`src/rtl/prot_pkg.sv`:
```
// Shared state encoding and default timing for the power-path protection sequencer.
package prot_pkg;

  typedef enum logic [2:0] {
    ST_OFF       = 3'd0,
    ST_PRECHARGE = 3'd1,
    ST_ON        = 3'd2,
    ST_DERATE    = 3'd3,
    ST_RAMPDOWN  = 3'd4,
    ST_LOCKOUT   = 3'd5
  } prot_state_e;

  localparam int DEF_PRECHARGE_CYC = 16;
  localparam int DEF_OFF_DELAY     = 4;
  localparam int DEF_RETRY_WAIT    = 64;
  localparam int DEF_MAX_RETRY     = 3;
  localparam int TMR_W             = 16;

  // A timer loaded with N-1 reports done on the Nth cycle of the interval.
  function automatic logic [TMR_W-1:0] tmr_load(input int cycles);
    return TMR_W'(cycles - 1);
  endfunction

endpackage

```
`src/rtl/prot_timer.sv`:
```
// Loadable down-counter; done is high while the count sits at zero.
module prot_timer
  import prot_pkg::*;
#(
  parameter int W = TMR_W
) (
  input  logic         clk,
  input  logic         rstn,
  input  logic         load,
  input  logic [W-1:0] load_val,
  input  logic         en,
  output logic         done
);

  logic [W-1:0] count;

  always_ff @(posedge clk or negedge rstn) begin
    if (!rstn) begin
      count <= '0;
    end else if (load) begin
      count <= load_val;
    end else if (en && (count != '0)) begin
      count <= count - W'(1);
    end
  end

  assign done = (count == '0);

endmodule

```
`src/rtl/prot_sequencer.sv`:
```
// Power-path start-up / shut-down sequencer with fault lockout.
// Define PROT_SEQ_RETRY_EN to enable automatic retry out of lockout.
module prot_sequencer
  import prot_pkg::*;
#(
  parameter int PRECHARGE_CYC = DEF_PRECHARGE_CYC,
  parameter int OFF_DELAY     = DEF_OFF_DELAY,
  parameter int RETRY_WAIT    = DEF_RETRY_WAIT,
  parameter int MAX_RETRY     = DEF_MAX_RETRY
) (
  input  logic       clk,
  input  logic       rstn,
  input  logic       warning,
  input  logic       fault,
  input  logic       shutdown,
  input  logic       start,
  input  logic       clear,
  output logic       precharge_en,
  output logic       gate_en,
  output logic       load_en,
  output logic       derate,
  output logic       alarm,
  output logic [2:0] state_o,
  output logic [7:0] trip_cnt
);

  if (PRECHARGE_CYC < 1 || OFF_DELAY < 1 || RETRY_WAIT < 1 ||
      PRECHARGE_CYC > 2**TMR_W || OFF_DELAY > 2**TMR_W || RETRY_WAIT > 2**TMR_W ||
      MAX_RETRY < 0 || MAX_RETRY > 255) begin : g_bad_cfg
    $error("prot_sequencer: unsupported timing parameters");
  end

  prot_state_e state, state_nxt;
  logic        trip;
  logic        trip_latch, latch_nxt;
  logic        ramp_entry;
  logic        pre_load, pre_done;
  logic        off_done;
  logic        gate_nxt;

  assign trip    = fault | shutdown;
  assign state_o = state;

`ifdef PROT_SEQ_RETRY_EN
  logic       retry_load, retry_done, retry_ok;
  logic [7:0] retry_cnt;

  // Any trip cycle in lockout reloads the wait so only an unbroken clean run counts.
  assign retry_load = (state_nxt == ST_LOCKOUT) && ((state != ST_LOCKOUT) || trip);
  assign retry_ok   = retry_done && (retry_cnt < 8'(MAX_RETRY));

  prot_timer u_retry_tmr (
    .clk      (clk),
    .rstn     (rstn),
    .load     (retry_load),
    .load_val (tmr_load(RETRY_WAIT)),
    .en       (state == ST_LOCKOUT),
    .done     (retry_done)
  );

  always_ff @(posedge clk or negedge rstn) begin
    if (!rstn) begin
      retry_cnt <= 8'd0;
    end else if ((state == ST_LOCKOUT) && (state_nxt == ST_OFF)) begin
      retry_cnt <= (clear && !trip) ? 8'd0 : retry_cnt + 8'd1;
    end
  end
`endif

  always_comb begin
    state_nxt = state;
    latch_nxt = trip_latch;
    pre_load  = 1'b0;
    case (state)
      ST_OFF: begin
        if (start && !trip) begin
          state_nxt = ST_PRECHARGE;
          pre_load  = 1'b1;
        end
      end
      ST_PRECHARGE: begin
        if (trip) begin
          state_nxt = ST_RAMPDOWN;
          latch_nxt = 1'b1;
        end else if (!start) begin
          state_nxt = ST_OFF;
        end else if (pre_done) begin
          state_nxt = ST_ON;
        end
      end
      ST_ON, ST_DERATE: begin
        if (trip) begin
          state_nxt = ST_RAMPDOWN;
          latch_nxt = 1'b1;
        end else if (!start) begin
          state_nxt = ST_RAMPDOWN;
        end else if (warning) begin
          state_nxt = ST_DERATE;
        end else begin
          state_nxt = ST_ON;
        end
      end
      ST_RAMPDOWN: begin
        if (trip) latch_nxt = 1'b1;
        // Leave only once the gate has actually been seen low for a cycle.
        if (off_done && !gate_en) begin
          state_nxt = (trip_latch || trip) ? ST_LOCKOUT : ST_OFF;
        end
      end
      ST_LOCKOUT: begin
        if (clear && !trip) begin
          state_nxt = ST_OFF;
        end
`ifdef PROT_SEQ_RETRY_EN
        else if (!trip && retry_ok) begin
          state_nxt = ST_OFF;
        end
`endif
      end
      default: begin
        state_nxt = ST_RAMPDOWN;
        latch_nxt = 1'b1;
      end
    endcase

    ramp_entry = (state_nxt == ST_RAMPDOWN) && (state != ST_RAMPDOWN);
    if (state_nxt != ST_RAMPDOWN) latch_nxt = 1'b0;

    case (state_nxt)
      ST_ON, ST_DERATE: gate_nxt = 1'b1;
      ST_RAMPDOWN:      gate_nxt = ramp_entry ? gate_en : (gate_en && !off_done);
      default:          gate_nxt = 1'b0;
    endcase
  end

  prot_timer u_pre_tmr (
    .clk      (clk),
    .rstn     (rstn),
    .load     (pre_load),
    .load_val (tmr_load(PRECHARGE_CYC)),
    .en       (state == ST_PRECHARGE),
    .done     (pre_done)
  );

  prot_timer u_off_tmr (
    .clk      (clk),
    .rstn     (rstn),
    .load     (ramp_entry),
    .load_val (tmr_load(OFF_DELAY)),
    .en       (state == ST_RAMPDOWN),
    .done     (off_done)
  );

  // Outputs are decoded from the next state so every drive is a flop.
  always_ff @(posedge clk or negedge rstn) begin
    if (!rstn) begin
      state        <= ST_OFF;
      trip_latch   <= 1'b0;
      precharge_en <= 1'b0;
      gate_en      <= 1'b0;
      load_en      <= 1'b0;
      derate       <= 1'b0;
      alarm        <= 1'b0;
      trip_cnt     <= 8'd0;
    end else begin
      state        <= state_nxt;
      trip_latch   <= latch_nxt;
      precharge_en <= (state_nxt == ST_PRECHARGE);
      gate_en      <= gate_nxt;
      load_en      <= (state_nxt == ST_ON) || (state_nxt == ST_DERATE);
      derate       <= (state_nxt == ST_DERATE);
      alarm        <= (state_nxt == ST_LOCKOUT);
      if (ramp_entry && latch_nxt && (trip_cnt != 8'hFF)) begin
        trip_cnt <= trip_cnt + 8'd1;
      end
    end
  end

endmodule

```
`config.mk`:
```
export PLATFORM = sky130hd
export DESIGN_NAME = prot_sequencer
export DESIGN_NICKNAME = d
export VERILOG_FILES = /design/src/rtl/prot_pkg.sv /design/src/rtl/prot_timer.sv /design/src/rtl/prot_sequencer.sv
export SDC_FILE = /design/constraint.sdc
export NUM_CORES = 1
export LEC_CHECK = 0
export CAP_MARGIN = 10
export CORE_MARGIN = 3
export CORE_UTILIZATION = 55
export DETAILED_ROUTE_END_ITERATION = 16
export PLACE_DENSITY_LB_ADDON = 0.25
export SLEW_MARGIN = 25
export SYNTH_ARGS = -nofsm -noshare
export SYNTH_HDL_FRONTEND = slang
export SYNTH_HIERARCHICAL = 1
export SYNTH_SLANG_ARGS = --single-unit
```
`constraint.sdc`:
```
create_clock -name clk -period 3.55 [get_ports clk]
set_input_delay 0.5325 -clock clk [delete_from_list [all_inputs] [get_ports clk]]
set_output_delay 0.5325 -clock clk [all_outputs]
set_load 0.05 [all_outputs]
```
==> results.yml <==
worst_setup_path:
  worst-r2r-cell-count: 13
  worst-path-max-fanout: 18
  regToRegEndpoint: "u_off_tmr/count[9]$_DFFE_PN0P_"
  critical_path_class: "reg -> reg"
  worstPathRequired_ps: 3700
  cp-end-kind: "register"
  reg2reg_setup_slack_ps: 430
  critical_path.reg2reg.startpoint: "u_off_tmr/count[0]$_DFFE_PN0P_"
  cp_data_arrival_time_ps: 3280
  cp-start-kind: "register"
detailed_routing:
  finalWirelength_um: 6190
  first_pass_iters: 4
  first_iter_violations: 189
  detail-route-antenna-nets: 0
  num_vias: 2608
  drt_drc_violations_left: 0
  vias_per_cell: 5.71
  route.detailed.wl_per_inst_um: 13.5
sta:
  setup_repair_after_global_routing_missed_its_margin: "no"
  slew_violations: 0
  setup-tns-final_ps: 0
  finClkSkew_ps: 5.60
  hold_vio_cnt_final: 0
  achievable-frequency_mhz: 320
  fin_crit_share_pct: 88.0
  relSlewSlack_pct: 51.2
  setup_viol: 0
  worst_slew_pin_slew_ps: 730
  fin_crit_ps: 3120
logic_synthesis:
  commonest_cells_in_the_synthesized_netlist: "sky130_fd_sc_hd__dfrtp_1, sky130_fd_sc_hd__nor2_1, sky130_fd_sc_hd__nand2_1"
  synth_warnings: 6
  synth_async_sr_flop_share_pct: 100
  synthDominantAreaCellType: "sky130_fd_sc_hd__dfrtp_1"
  synth.top_cell.area_share_pct: 40.2
  post_synth_num_cell_types: 51
  postSynthAreaPerCell_sq_um: 8.99
  yosys-top-cells-area: "sky130_fd_sc_hd__dfrtp_1, sky130_fd_sc_hd__nor2_1, sky130_fd_sc_hd__nand2_1, sky130_fd_sc_hd__a21oi_1, sky130_fd_sc_hd__a31oi_1"
  synth-main-ff-cell: "sky130_fd_sc_hd__dfrtp_1"
  synth.ff_latch_count: 49
  netlist_area_pre_place_sq_mm: 0.00305
  yosys.cell_count.top_type: "sky130_fd_sc_hd__dfrtp_1"
  synth_enable_flop_cells: 0
  synth.yosys.seq_area_share_pct: 40.2
  synthesis.instances: 339
clock_network:
  tritoncts: "built"
  cts_inserted_buffers: 5
  cts.clk_slew.worst_paths_ps: 90
  cts-htree-levels: 2
  cts_hold_repair.buffers: 0
  cts.root.buffer_cell: "sky130_fd_sc_hd__clkbuf_8"
  worstSkewPairLatency_ps: 290
  clk_path_buf_depth: 2
  cts_sink_count: 49
flow_run:
  timing.max_cap.violations: 0
layout:
  post_route_cells_drive_above_1_share_pct: 8.01
  layout.filler_cells: 433
  finalInstanceArea_sq_mm: 0.00351
  antenna_cells_inserted: 0
  area_growth_pct: 15.1
  final_net_count: 397
floorplan:
  die_area_sq_mm: 0.00647
  boundaryPins: 23
  floorplan.core_area_sq_mm: 0.00524
  core.rowCount: 26
  initial_utilization_pct: 58.2
  die_h_um: 80.4
  die_w_um: 80.4
power_and_ir_drop:
  p_per_area_mw_per_mm2: 716
  power.leakage_nw: 1.39
  ir_drop_uv: 513
global_route:
  grt_max_degree: 32
  globalRouteTotalUtil_pct: 20.8
  first_global_vias: 2445
  number_of_antenna_violations_at_the_first_check_in_global_routing: 0
  grt_pass1_wl_um: 10900
  gr-total-overflow: 0
place:
  dpl-instance-area_sq_mm: 0.00341
  gp_routability_congestion: 0.856
  port_buffers: 22
  dp_hpwl_um: 4490
min_path:
  timing.hold.worst.class: "in -> async"
run_status:
  run_status: "complete, no violations"
-- cells by family after synthesis --
kind of cell / count (synthesis) / synth area share, %
buffers and inverters: 26 / 3.86
AOI/OAI and AO/OA: 73 / 16.6
DFF: 49 / 40.2
adders and majority gates: 3 / 1.23
other: 2 / 0.246
and+or+nand+nor: 169 / 32.1
muxes: 9 / 3.37
xor gates and xnor gates: 8 / 2.30
-- through the flow --
stage	hold slack (ps)	total power, mW	util [%]	instances	setup slack [ps]
global placement	493	2.14	65.1	450	225
CTS	169	2.51	66.8	457	60.8
floorplan	237	1.90	-	369	686
global route	175	2.72	66.9	457	27.7
finish	163	2.51	66.9	457	426
detailed placement	493	2.18	65.1	450	68.9
-- worst max-delay path: stages, from the launching register on --
cell and delay [ps]:
sky130_fd_sc_hd__dfrtp_1 370, sky130_fd_sc_hd__inv_1 70, sky130_fd_sc_hd__ha_1 240, sky130_fd_sc_hd__nor4b_2 190, sky130_fd_sc_hd__nand4_1 200, sky130_fd_sc_hd__inv_1 80, sky130_fd_sc_hd__nor3b_1 140, sky130_fd_sc_hd__o211ai_1 270
sky130_fd_sc_hd__and2_1 240, sky130_fd_sc_hd__nand2_1 110, sky130_fd_sc_hd__nor2_2 480, sky130_fd_sc_hd__inv_1 370, sky130_fd_sc_hd__nor2_1 180, sky130_fd_sc_hd__a31oi_1 50
-- worst max path at each step --
stage / end / cells past startpoint / slack (ps) / from
3_3_place_gp: u_off_tmr/count[12]$_DFFE_PN0P_ / 13 / 220 / u_off_tmr/count[0]$_DFFE_PN0P_
6_report: u_off_tmr/count[9]$_DFFE_PN0P_ / 13 / 430 / u_off_tmr/count[0]$_DFFE_PN0P_
4_1_cts: u_off_tmr/count[12]$_DFFE_PN0P_ / 13 / 60 / u_off_tmr/count[0]$_DFFE_PN0P_
5_1_grt: u_off_tmr/count[8]$_DFFE_PN0P_ / 13 / 30 / u_off_tmr/count[0]$_DFFE_PN0P_
2_1_floorplan: u_off_tmr/count[12]$_DFFE_PN0P_ / 15 / 690 / u_off_tmr/count[0]$_DFFE_PN0P_
3_5_place_dp: u_off_tmr/count[12]$_DFFE_PN0P_ / 13 / 70 / u_off_tmr/count[0]$_DFFE_PN0P_
-- cell type report --
class | instances | area, sq um | area share, %
Multi-Input combinational cell | 294 | 1820 | 52.0
Sequential cell | 49 | 1230 | 35.0
Timing Repair Buffer | 25 | 238 | 6.78
Tap cell | 70 | 87.6 | 2.50
Clock buffer | 5 | 68.8 | 1.96
Inverter | 12 | 45.0 | 1.28
Clock inverter | 2 | 16.3 | 0.464
-- layer usage --
layer / share of wire (%) / global-route usage, % / routed length, um / up-vias
li1: - / - / - / 1326
met1: 48 / 28.1 / 3000 / 1213
met2: 47 / 34.6 / 2910 / 65
met3: 4.0 / 4.15 / 247 / 4
met4: 0.61 / 4.56 / 38 / 0
met5: 0 / 0 / 0 / -
-- cells in the final DEF, fill, tap and decap left out, types with 9 or more instances in the layout --
cell type,count
sky130_fd_sc_hd__inv_1,12
sky130_fd_sc_hd__o21ai_0,9
sky130_fd_sc_hd__dfrtp_1,49
sky130_fd_sc_hd__o21ai_1,12
sky130_fd_sc_hd__nand2_1,31
sky130_fd_sc_hd__nand3_1,9
sky130_fd_sc_hd__nor2_1,37
sky130_fd_sc_hd__a21oi_1,17
sky130_fd_sc_hd__nor3_1,13
sky130_fd_sc_hd__a31oi_1,12
sky130_fd_sc_hd__or4_1,10
sky130_fd_sc_hd__conb_1,32
sky130_fd_sc_hd__clkdlybuf4s50_1,21
-- sequential cells by signal (all words and copies together), names as in the netlist, 3 cells and up --
| register | count |
|---|---|
| u_off_tmr/count | 16 |
| state_o | 3 |
| u_pre_tmr/count | 16 |
| trip_cnt | 8 |
-- power by group --
group | internal [mW] | switching [mW] | total [mW]
clock network | 0.136 | 0.183 | 0.319
registers | 0.783 | 0.335 | 1.12
logic | 0.458 | 0.614 | 1.07
-- timing repair --
| item | in CTS | in global routing |
|---|---|---|
| endpoints found under the hold margin | 0 | 0 |
| gates resized for setup | 0 | 1 |
| setup buffers | 0 | 0 |
| endpoints found under the setup margin | 0 | 1 |
Note: power is estimated with default switching activity, not from simulation.
